--- src/rtl/tsc_capture_if.sv ---
// Handshake bundle for tsc_capture_ctrl: ADC request/acknowledge, arm and send
// controls, trigger status and the serial frame output.
interface tsc_capture_if;
  logic        start;
  logic [7:0]  adc_data;
  logic        adc_rdy;
  logic        sbf;
  logic        req;
  logic        trd;
  logic [31:0] trigtm;
  logic        sd;
  logic        sd_vld;
  logic        cd;

  modport slave (
    input  start, adc_data, adc_rdy, sbf,
    output req, trd, trigtm, sd, sd_vld, cd
  );

  modport master (
    output start, adc_data, adc_rdy, sbf,
    input  req, trd, trigtm, sd, sd_vld, cd
  );
endinterface

--- src/rtl/tsc_capture_ctrl.sv ---
// Triggered ADC capture: 32-sample ring with pre-trigger history, read out serially.
// Optional macro TSC_TIMESTAMP_HDR_EN prefixes the frame with the 32-bit trigger timestamp.
module tsc_capture_ctrl #(
  parameter logic [7:0] TRIGVL = 8'hD5,
  parameter int         PRE    = 16,
  parameter int         SDIV   = 4
) (
  input logic          clk,
  input logic          reset,
  tsc_capture_if.slave bus
);

  typedef enum logic [2:0] {
    IDLE, PREFILL, ARMED, POST, HOLD, SEND, DONE
  } state_e;

  localparam int            DW        = $clog2(SDIV + 1);
  localparam logic [DW-1:0] DIV_MAX   = DW'(SDIV);
  localparam logic [DW-1:0] DIV_ONE   = DW'(1);
  localparam logic [4:0]    PRE_LAST  = 5'(PRE - 1);
  localparam logic [4:0]    POST_LAST = 5'(30 - PRE);
`ifdef TSC_TIMESTAMP_HDR_EN
  localparam int            FW         = 9;
  localparam logic [8:0]    FRAME_BITS = 9'd288;
`else
  localparam int            FW         = 8;
  localparam logic [8:0]    FRAME_BITS = 9'd256;
`endif

  state_e        state_q;
  logic          req_q;
  logic          trd_q;
  logic          sd_q;
  logic          sd_vld_q;
  logic          cd_q;
  logic [31:0]   timer_q;
  logic [31:0]   trigtm_q;
  logic [4:0]    wr_ptr_q;
  logic [4:0]    cnt_q;
  logic [DW-1:0] div_q;
  logic [8:0]    bit_q;
  logic [7:0]    ring_q [32];

  logic          capturing;
  logic          accept;
  logic          hit;

  assign capturing = (state_q == PREFILL) || (state_q == ARMED) || (state_q == POST);
  assign accept    = capturing && req_q && bus.adc_rdy;
  assign hit       = (bus.adc_data >= TRIGVL);

  // Frame bit addressing: bit_q is the index of the next bit to place on sd.
  logic [FW-1:0] frame_idx;
  logic [7:0]    ring_idx;
  logic [4:0]    rd_ptr;
  logic [7:0]    rd_byte;
  logic          next_bit;

  // NOTE: every variable written here gets a default first, so no path infers a latch.
  always_comb begin
    frame_idx = bit_q[FW-1:0];
`ifdef TSC_TIMESTAMP_HDR_EN
    ring_idx  = frame_idx[7:0] - 8'd32;
`else
    ring_idx  = frame_idx;
`endif
    rd_ptr    = wr_ptr_q + ring_idx[7:3];
    rd_byte   = ring_q[rd_ptr];
    next_bit  = rd_byte[3'd7 - ring_idx[2:0]];
`ifdef TSC_TIMESTAMP_HDR_EN
    if (frame_idx < 9'd32) begin
      next_bit = trigtm_q[5'd31 - frame_idx[4:0]];
    end
`endif
  end

  // NOTE: sample storage carries no reset; it is only read after a full capture.
  always_ff @(posedge clk) begin
    if (accept) begin
      ring_q[wr_ptr_q] <= bus.adc_data;
    end
  end

  // NOTE: all state below updates with non-blocking assignments so every
  // register sees the pre-edge values of its neighbours.
  always_ff @(posedge clk) begin
    if (reset) begin
      state_q  <= IDLE;
      req_q    <= 1'b0;
      trd_q    <= 1'b0;
      sd_q     <= 1'b0;
      sd_vld_q <= 1'b0;
      cd_q     <= 1'b0;
      timer_q  <= '0;
      trigtm_q <= '0;
      wr_ptr_q <= '0;
      cnt_q    <= '0;
      div_q    <= '0;
      bit_q    <= '0;
    end else begin
      timer_q <= timer_q + 32'd1;
      cd_q    <= 1'b0;

      if (accept) begin
        wr_ptr_q <= wr_ptr_q + 5'd1;
      end

      // Request pacing: a new rise needs SDIV cycles since the previous rise.
      if (capturing) begin
        if (div_q != DIV_MAX) begin
          div_q <= div_q + DIV_ONE;
        end
        if (accept) begin
          req_q <= 1'b0;
        end else if (!req_q && (div_q == DIV_MAX)) begin
          req_q <= 1'b1;
          div_q <= DIV_ONE;
        end
      end

      case (state_q)
        IDLE: begin
          if (bus.start) begin
            state_q  <= PREFILL;
            timer_q  <= '0;
            trigtm_q <= '0;
            req_q    <= 1'b1;
            div_q    <= DIV_ONE;
            cnt_q    <= '0;
            bit_q    <= '0;
          end
        end

        PREFILL: begin
          if (accept) begin
            if (cnt_q == PRE_LAST) begin
              state_q <= ARMED;
              cnt_q   <= '0;
            end else begin
              cnt_q <= cnt_q + 5'd1;
            end
          end
        end

        ARMED: begin
          if (accept && hit) begin
            trd_q    <= 1'b1;
            trigtm_q <= timer_q;
            cnt_q    <= '0;
            if (PRE < 31) begin
              state_q <= POST;
            end else begin
              state_q <= HOLD;
            end
          end
        end

        POST: begin
          if (accept) begin
            if (cnt_q == POST_LAST) begin
              state_q <= HOLD;
            end else begin
              cnt_q <= cnt_q + 5'd1;
            end
          end
        end

        HOLD: begin
          if (bus.sbf) begin
            state_q  <= SEND;
            sd_q     <= next_bit;
            sd_vld_q <= 1'b1;
            bit_q    <= 9'd1;
          end
        end

        SEND: begin
          if (bit_q == FRAME_BITS) begin
            state_q  <= DONE;
            sd_q     <= 1'b0;
            sd_vld_q <= 1'b0;
            cd_q     <= 1'b1;
            trd_q    <= 1'b0;
            bit_q    <= '0;
          end else begin
            sd_q  <= next_bit;
            bit_q <= bit_q + 9'd1;
          end
        end

        DONE: begin
          state_q <= IDLE;
        end

        default: begin
          state_q <= IDLE;
        end
      endcase
    end
  end

  assign bus.req    = req_q;
  assign bus.trd    = trd_q;
  assign bus.trigtm = trigtm_q;
  assign bus.sd     = sd_q;
  assign bus.sd_vld = sd_vld_q;
  assign bus.cd     = cd_q;

endmodule

--- src/flat_wrapper.sv ---
// flat-port wrapper written by rule: the top's interface ports become plain ports
module tsc_capture_ctrl_flat 
#(
  parameter logic [7:0] TRIGVL = 8'hD5,
  parameter int         PRE    = 16,
  parameter int         SDIV   = 4
)
  (clk, reset, bus_start, bus_adc_data, bus_adc_rdy, bus_sbf, bus_req, bus_trd, bus_trigtm, bus_sd, bus_sd_vld, bus_cd);
  tsc_capture_if bus_i ();
  input logic clk;
  input logic reset;
  input wire logic [$bits(bus_i.start)-1:0] bus_start;
  input wire logic [$bits(bus_i.adc_data)-1:0] bus_adc_data;
  input wire logic [$bits(bus_i.adc_rdy)-1:0] bus_adc_rdy;
  input wire logic [$bits(bus_i.sbf)-1:0] bus_sbf;
  output wire logic [$bits(bus_i.req)-1:0] bus_req;
  output wire logic [$bits(bus_i.trd)-1:0] bus_trd;
  output wire logic [$bits(bus_i.trigtm)-1:0] bus_trigtm;
  output wire logic [$bits(bus_i.sd)-1:0] bus_sd;
  output wire logic [$bits(bus_i.sd_vld)-1:0] bus_sd_vld;
  output wire logic [$bits(bus_i.cd)-1:0] bus_cd;
  assign bus_i.start = bus_start;
  assign bus_i.adc_data = bus_adc_data;
  assign bus_i.adc_rdy = bus_adc_rdy;
  assign bus_i.sbf = bus_sbf;
  assign bus_req = bus_i.req;
  assign bus_trd = bus_i.trd;
  assign bus_trigtm = bus_i.trigtm;
  assign bus_sd = bus_i.sd;
  assign bus_sd_vld = bus_i.sd_vld;
  assign bus_cd = bus_i.cd;
  tsc_capture_ctrl #(.TRIGVL(TRIGVL), .PRE(PRE), .SDIV(SDIV)) u_core (.clk(clk), .reset(reset), .bus(bus_i));
endmodule
--- config.mk ---
export PLATFORM = sky130hd
export DESIGN_NAME = tsc_capture_ctrl_flat
export DESIGN_NICKNAME = d
export VERILOG_FILES = /design/src/rtl/tsc_capture_if.sv /design/src/rtl/tsc_capture_ctrl.sv /design/src/flat_wrapper.sv
export SDC_FILE = /design/constraint.sdc
export NUM_CORES = 1
export LEC_CHECK = 0
export CELL_PAD_IN_SITES_DETAIL_PLACEMENT = 0
export CELL_PAD_IN_SITES_GLOBAL_PLACEMENT = 2
export CORE_ASPECT_RATIO = 1.4
export CORE_UTILIZATION = 31
export CTS_CLUSTER_SIZE = 24
export DETAILED_ROUTE_END_ITERATION = 8
export PLACE_DENSITY = 0.63
export RECOVER_POWER = 100
export SLEW_MARGIN = 20
export SYNTH_ARGS = -nofsm -noshare
export SYNTH_HDL_FRONTEND = slang
export SYNTH_SLANG_ARGS = --single-unit
--- constraint.sdc ---
create_clock -name clk -period 7.3 [get_ports clk]
set_clock_uncertainty 0.05 [all_clocks]
set_input_delay 2.19 -clock clk [delete_from_list [all_inputs] [get_ports clk]]
set_output_delay 2.19 -clock clk [all_outputs]
set_load 0.05 [all_outputs]
==> flow_summary.toml, run 1 <==
[drt]
postRouteAntennaNets = 0
drtPass1Iterations = 5
vias = 8312
viasPerCell = 4.86
drc = 0
wl_per_cell_um = 20.5
wl_um = 35100
drtIter0Drc = 388

[place]
place_congestion = 0.757
dp_cells = 1647
place.port_buffers = 49
hpwl_um = 22300

[global_routing]
grt_use_total_pct = 15.3
grt_overflow = 0
antenna_found_initial = 0
grt_max_degree = 57
grtUsageMet1_pct = 18.7
grt_pass1_wl_um = 53800
grt.busiest_layer = "met2"
grt_use_met2_pct = 27.0
use_met3_pct = 2.33
first_global_vias = 8515

[critical_path]
crit_start = "bus_adc_data[7]"
cp_top_family = "buffers and inverters"
slowest_stage = "clkbuf_1"
start_kind = "input pin"
cp_max_fo = 33
required_ns = 7.67
critPathKind = "input pin to flop"
worst-path-stages = 7
worstPathCellList = "dlygate4sd3_1 > clkbuf_1 > o2111ai_1 > a22oi_1 > nand3b_1 > or4_1 > a21oi_1"
crit_path_end = "u_core.cnt_q[3]$_SDFFE_PP0P_"
regToRegEndpoint = "u_core.bus.sd$_SDFFE_PP0P_"
end_kind = "flop"
r2r_start = "u_core.wr_ptr_q[2]$_SDFFE_PP0P_"
reg2reg_depth = 9
cp.arrival_ns = 5.81
timing.reg2reg.setup_slack_ns = 2.85
cpPeakStageDelay_ns = 1.21
path_buf_inv = 2

[logic_synthesis]
yosys.area.top_type = "edfxtp_1"
syn_avg_cell_area_um2 = 14.4
ys.flop_type = "edfxtp_1"
seq_area_frac_synth_pct = 66.0
synth_edf_count = 256
synthCells = 1007
synthDistinctLibCells = 61
ys_async_sr_fraction_pct = 0
ys.warnings.count = 0
synth_nets = 1038
synth_top_area_share_pct = 53.0
ys_ff_latch = 350
synth_area_um2 = 14500
yosys-top-cells-area = "edfxtp_1 (53%), dfxtp_1 (13%), mux4_2 (8.1%), mux4_1 (2.4%), nor2_1 (2.3%)"

[cells_and_area]
fillerInstances = 4453
antenna_cells = 0
fin_nets = 1100
drive_gt1_share_pct = 11.8
layout.cells.non_filler = 1712
mostFrequentLayoutCells = "edfxtp_1 (256), dfxtp_1 (94), nor2_1 (87), nand2_1 (81), nand3_1 (62)"
regArea_um2 = 9570
multi_input_area_um2 = 4610
final_common_cell = "edfxtp_1"
syn_to_final_growth_pct = 16.3

[clock_network]
post_cts_buffers = 0
cts_root_buffer = "clkbuf_16"
cts_hold_buf = 0
htreeDepth = 2
cts_tree = "done"
clk_latency_ns = 0.53
clock_path_buffers = 3
numCtsBuffers = 37
cts_resized = 0
path_clk_slew_ns = 0.06
cts_num_sinks = 350

[outcome]
status = "finished, violations left"
violations = "max-capacitance violations, max-slew violations"

[worst_hold_path]
hold_class = "flop to flop"

[floorplan]
fp-row-count = 93
io_pins = 50
die_area_um2 = 47700
fp.dieH_um = 258
start_util_pct = 31.5
dieWidth_um = 185
core_area_um2 = 46100

[sta]
finalCriticalPeriod_ns = 5.44
setup_viol = 0
report.final.slew_viol_count = 193
fmax_mhz = 184
rsz0062_at_grt = "false"
worst_pin_slew_ns = 2.79
fin_worst_hold_slack_ns = 0.394
finalHoldViolCount = 0
relSlewSlack_pct = -85.9
fin_setup_tns_ns = 0
finalCritPeriodShare_pct = 74.5

[power]
p_leak_nw = 5.47
ir_drop_mv = 0.158
power_density_nw_per_um2 = 261

[flow_run]
drv_cap = 6
## cells in the mapped netlist, types with 10 or more instances
master    count
a21oi_1      54
and3_1       11
clkbuf_1     34
dfxtp_1      94
edfxtp_1    256
ha_1         17
inv_1        27
mux2i_1      24
mux4_1       13
mux4_2       52
nand2_1      81
nand3_1      62
nand4_1      11
nor2_1       88
nor3_1       16
o21ai_0      18
or3_1        10
xnor2_1      16
xor2_1       22
## sequential cells by signal, indices dropped and copies added, names as in the netlist
| register | cells |
|---|---|
| u_core.div_q | 3 |
| u_core.wr_ptr_q | 5 |
| u_core.bus.sd_vld | 1 |
| u_core.bus.trigtm | 32 |
| u_core.timer_q | 32 |
| u_core.state_q | 3 |
| u_core.bus.trd | 1 |
| u_core.bit_q | 9 |
| u_core.ring_q | 256 |
| u_core.bus.sd | 1 |
| u_core.cnt_q | 5 |
| u_core.bus.cd | 1 |
| u_core.bus.req | 1 |
## layer usage
| metal | wire length [um] | up-vias |
|---|---|---|
| met2 | 18500 | 143 |
| met5 | 0 | - |
| met4 | 949 | 0 |
| li1 | - | 3943 |
| met3 | 1180 | 53 |
| met1 | 14500 | 4173 |
## power breakdown
group	switching, mW	internal (mW)	total [mW]
Combinational	0.234	0.111	0.345
Clock	0.765	1.12	1.88
Sequential	0.0294	2.15	2.18
## cell type report
cell class	instances	share of cell area, %
clock inverters	18	1.16
well taps	617	4.58
clock buffers	47	5.96
repair buffers	72	3.69
flip-flops and latches	350	56.7
multi-input cells	581	27.3
inverters	27	0.601
## logic make-up after synthesis
group / count (synthesis) / share of synthesized area (%)
flops: 350 / 66.0
compound gates: 109 / 4.61
fa+ha+maj: 18 / 1.60
buf+inv: 76 / 2.35
xor+xnor: 40 / 2.60
mux: 91 / 12.2
simple gates: 323 / 10.6
## worst register-to-register path, cell delays in order (launching register included)
cell and delay (ns):
dfxtp_1 0.75, ha_1 0.48, xnor2_4 0.84, buf_4 0.50, mux4_2 0.57, mux2i_1 0.36
nand2_1 0.11, a32o_1 0.30, o311ai_1 0.27, o31ai_1 0.10
## worst min-delay path by stage
stage / startpoint / end / slack [ns] / depth (start not counted)
2_1_floorplan: u_core.timer_q[0]$_SDFF_PP0_ / u_core.timer_q[0]$_SDFF_PP0_ / 0.39 / 1
3_3_place_gp: u_core.bus.trigtm[14]$_SDFFE_PP0P_ / u_core.bus.trigtm[14]$_SDFFE_PP0P_ / 0.39 / 2
3_5_place_dp: u_core.bus.trigtm[3]$_SDFFE_PP0P_ / u_core.bus.trigtm[3]$_SDFFE_PP0P_ / 0.39 / 2
4_1_cts: u_core.bus.trigtm[3]$_SDFFE_PP0P_ / u_core.bus.trigtm[3]$_SDFFE_PP0P_ / 0.40 / 2
5_1_grt: u_core.bus.trigtm[22]$_SDFFE_PP0P_ / u_core.bus.trigtm[22]$_SDFFE_PP0P_ / 0.42 / 2
6_report: u_core.bus.trigtm[14]$_SDFFE_PP0P_ / u_core.bus.trigtm[14]$_SDFFE_PP0P_ / 0.39 / 2
## metrics by stage
step / util, % / total power, mW / cell area [um^2] / setup WS, ns
6_report: 36.6 / 4.41 / 16900 / 1.86
2_1_floorplan: - / 2.45 / 14500 / 3.22
3_3_place_gp: 34.1 / 2.58 / 15700 / 2.28
5_1_grt: 36.6 / 4.58 / 16900 / 1.48
3_5_place_dp: 34.1 / 2.58 / 15700 / 2.22
4_1_cts: 36.7 / 4.49 / 16900 / 2.69
(Power assumes the default switching activity.)
==> inputs of run 2 (changes only) <==
Settings changed: PLACE_DENSITY 0.63 to 0.65.
Clock period 7.3 ns to 4.85 ns, I/O delays scaled along.
==> run 2 against run 1 <==
  * The flow still finishes with violations (max-capacitance violations, max-slew violations)
  * Critical path depth rose by 4
  * Core utilization about the same
  * Highest routed layer is now met5
  * Critical endpoint is now u_core.bus.sd$_SDFFE_PP0P_
  * Cell count up 1.6%
  * Combinational power is 54% higher
  * Clock power grew 38%
  * Flip-flop and latch count stayed put
==> flow_summary.toml, run 2 (synthesis gave the netlist of run 1 again) <==
[place]
place_congestion = 0.788
dp_cells = 1680
hpwl_um = 23600
place.port_buffers = 49

[global_routing]
antenna_found_initial = 1
grt_overflow = 0
grt_max_degree = 38
grt_use_total_pct = 15.3
grt_pass1_wl_um = 53800
first_global_vias = 8589

[cells_and_area]
largest_reg_flops = 256
final_common_cell = "edfxtp_1"
syn_to_final_growth_pct = 16.4
fillerInstances = 4504
drive_gt1_share_pct = 11.5
largest-register = "u_core.ring_q"
antenna_cells = 0
fin_nets = 1131
layout.cells.non_filler = 1740
mostFrequentLayoutCells = "edfxtp_1 (256), dfxtp_1 (94), nor2_1 (87), nand2_1 (81), nand3_1 (62)"

[sta]
worst_pin_slew_ns = 1.60
finalCriticalPeriod_ns = 4.24
finalHoldViolCount = 0
rsz0062_at_grt = "false"
setup_viol = 0
fmax_mhz = 236
finalCritPeriodShare_pct = 87.4
fin_setup_tns_ns = 0
report.final.slew_viol_count = 198
relSlewSlack_pct = -6.96

[drt]
viasPerCell = 4.90
drtIter0Drc = 461
vias = 8534
drtPass1Iterations = 4
drc = 0
postRouteAntennaNets = 0
wl_per_cell_um = 20.7
wl_um = 36000

[power]
p_seq_share_pct = 51.3
p_leak_nw = 5.48
netSwitchingPower_mw = 1.55
pwr-share-comb_pct = 8.3
p_int_mw = 4.85
swShare_pct = 24.2
power_density_nw_per_um2 = 379
p_clk_share_pct = 40.4
ir_drop_mv = 0.213

[floorplan]
core_area_um2 = 46100
fp.dieH_um = 258
io_pins = 50
fp-row-count = 93
dieWidth_um = 185
start_util_pct = 31.5
die_area_um2 = 47700

[clock_network]
cts_hold_buf = 0
path_clk_slew_ns = 0.06
cts_root_buffer = "clkbuf_16"
post_cts_buffers = 0
clock_path_buffers = 3
numCtsBuffers = 35
cts_num_sinks = 350
cts_resized = 0
cts_tree = "done"
htreeDepth = 2
clk_latency_ns = 0.54

[critical_path]
crit_top_cell = "mux2i_1"
cp.arrival_ns = 4.58
worstPathCellList = "ha_2 > inv_1 > fa_2 > xnor2_2 > buf_4 > mux4_2 > mux2i_1 > mux2i_1 > a32o_1 > o311ai_1 > o31ai_1"
required_ns = 5.20
critPathKind = "flop to flop"
cp_top_family = "multiplexers"
start_kind = "flop"
slowest_stage = "xnor2_2"
path_buf_inv = 2
cp_max_fo = 14
cpPeakStageDelay_ns = 0.83
end_kind = "flop"

[outcome]
status = "finished, violations left"
violations = "max-capacitance violations, max-slew violations"

[flow_run]
drv_cap = 7

[worst_hold_path]
hold_class = "flop to flop"
## run 2: cell count changes in the layout (fill, tap and decap cells not counted), moves of 2 or more
| cell | delta |
|---|---|
| clkbuf_16 | -3 |
| or2_2 | -2 |
| clkinv_2 | +3 |
| clkbuf_8 | +2 |
| buf_4 | +4 |
| clkbuf_1 | +27 |
| bufinv_16 | -3 |
| clkinvlp_2 | -2 |
## run 2: routing by layer
metal  global-route usage [%]  routed length (um)  vias to the layer above
li1                         -                   -                     3991
met1                     17.5               14500                     4330
met2                     28.1               19100                      154
met3                     2.43                1270                       57
met4                     5.83                1130                        2
met5                        0                  15                        -
## run 2: tightest hold or removal path: cells and delay by family, from the launching register on
family,cells,cell delay (ns)
AO/OA/AOI/OAI,1,0.05
AND/OR/NAND/NOR,1,0.05
flip-flops,1,0.30
## run 2: stage by stage
step	hold WS, ns	worst slack (ns)	utilization (%)	area, um^2	power (mW)
after floorplan	0.387	1.51	-	14500	3.69
after global placement	0.390	0.453	34.7	16000	3.90
after detailed placement	0.394	0.452	34.7	16000	3.90
after CTS	0.402	0.816	37.0	17000	6.49
after global routing	0.413	0.382	36.6	16900	6.62
final	0.394	0.612	36.6	16900	6.40
## run 2: worst paths after layout
check	from	to	slack [ns]	depth (start not counted)
min reg2reg	u_core.bus.trigtm[11]$_SDFFE_PP0P_	u_core.bus.trigtm[11]$_SDFFE_PP0P_	0.39	2
min	u_core.bus.trigtm[11]$_SDFFE_PP0P_	u_core.bus.trigtm[11]$_SDFFE_PP0P_	0.39	2
max	u_core.wr_ptr_q[0]$_SDFFE_PP0P_	u_core.bus.sd$_SDFFE_PP0P_	0.61	11
max reg2reg	u_core.wr_ptr_q[0]$_SDFFE_PP0P_	u_core.bus.sd$_SDFFE_PP0P_	0.61	11
## run 2: final cells by class
type                    instances  area, um^2  area share (%)
multi-input cells             581        4600            27.2
well taps                     617         772            4.57
inverters                      27         101           0.600
clock inverters                15         114           0.674
flip-flops and latches        350        9570            56.7
repair buffers                105         777            4.60
clock buffers                  45         955            5.65
## run 2: power groups by stage
stage / clock, mW / combinational (mW) / sequential (mW)
floorplan: 0 / 0.360 / 3.33
global placement: 0 / 0.555 / 3.35
detailed placement: 0 / 0.556 / 3.34
CTS: 2.65 / 0.558 / 3.28
global route: 2.75 / 0.584 / 3.29
finish: 2.59 / 0.532 / 3.28
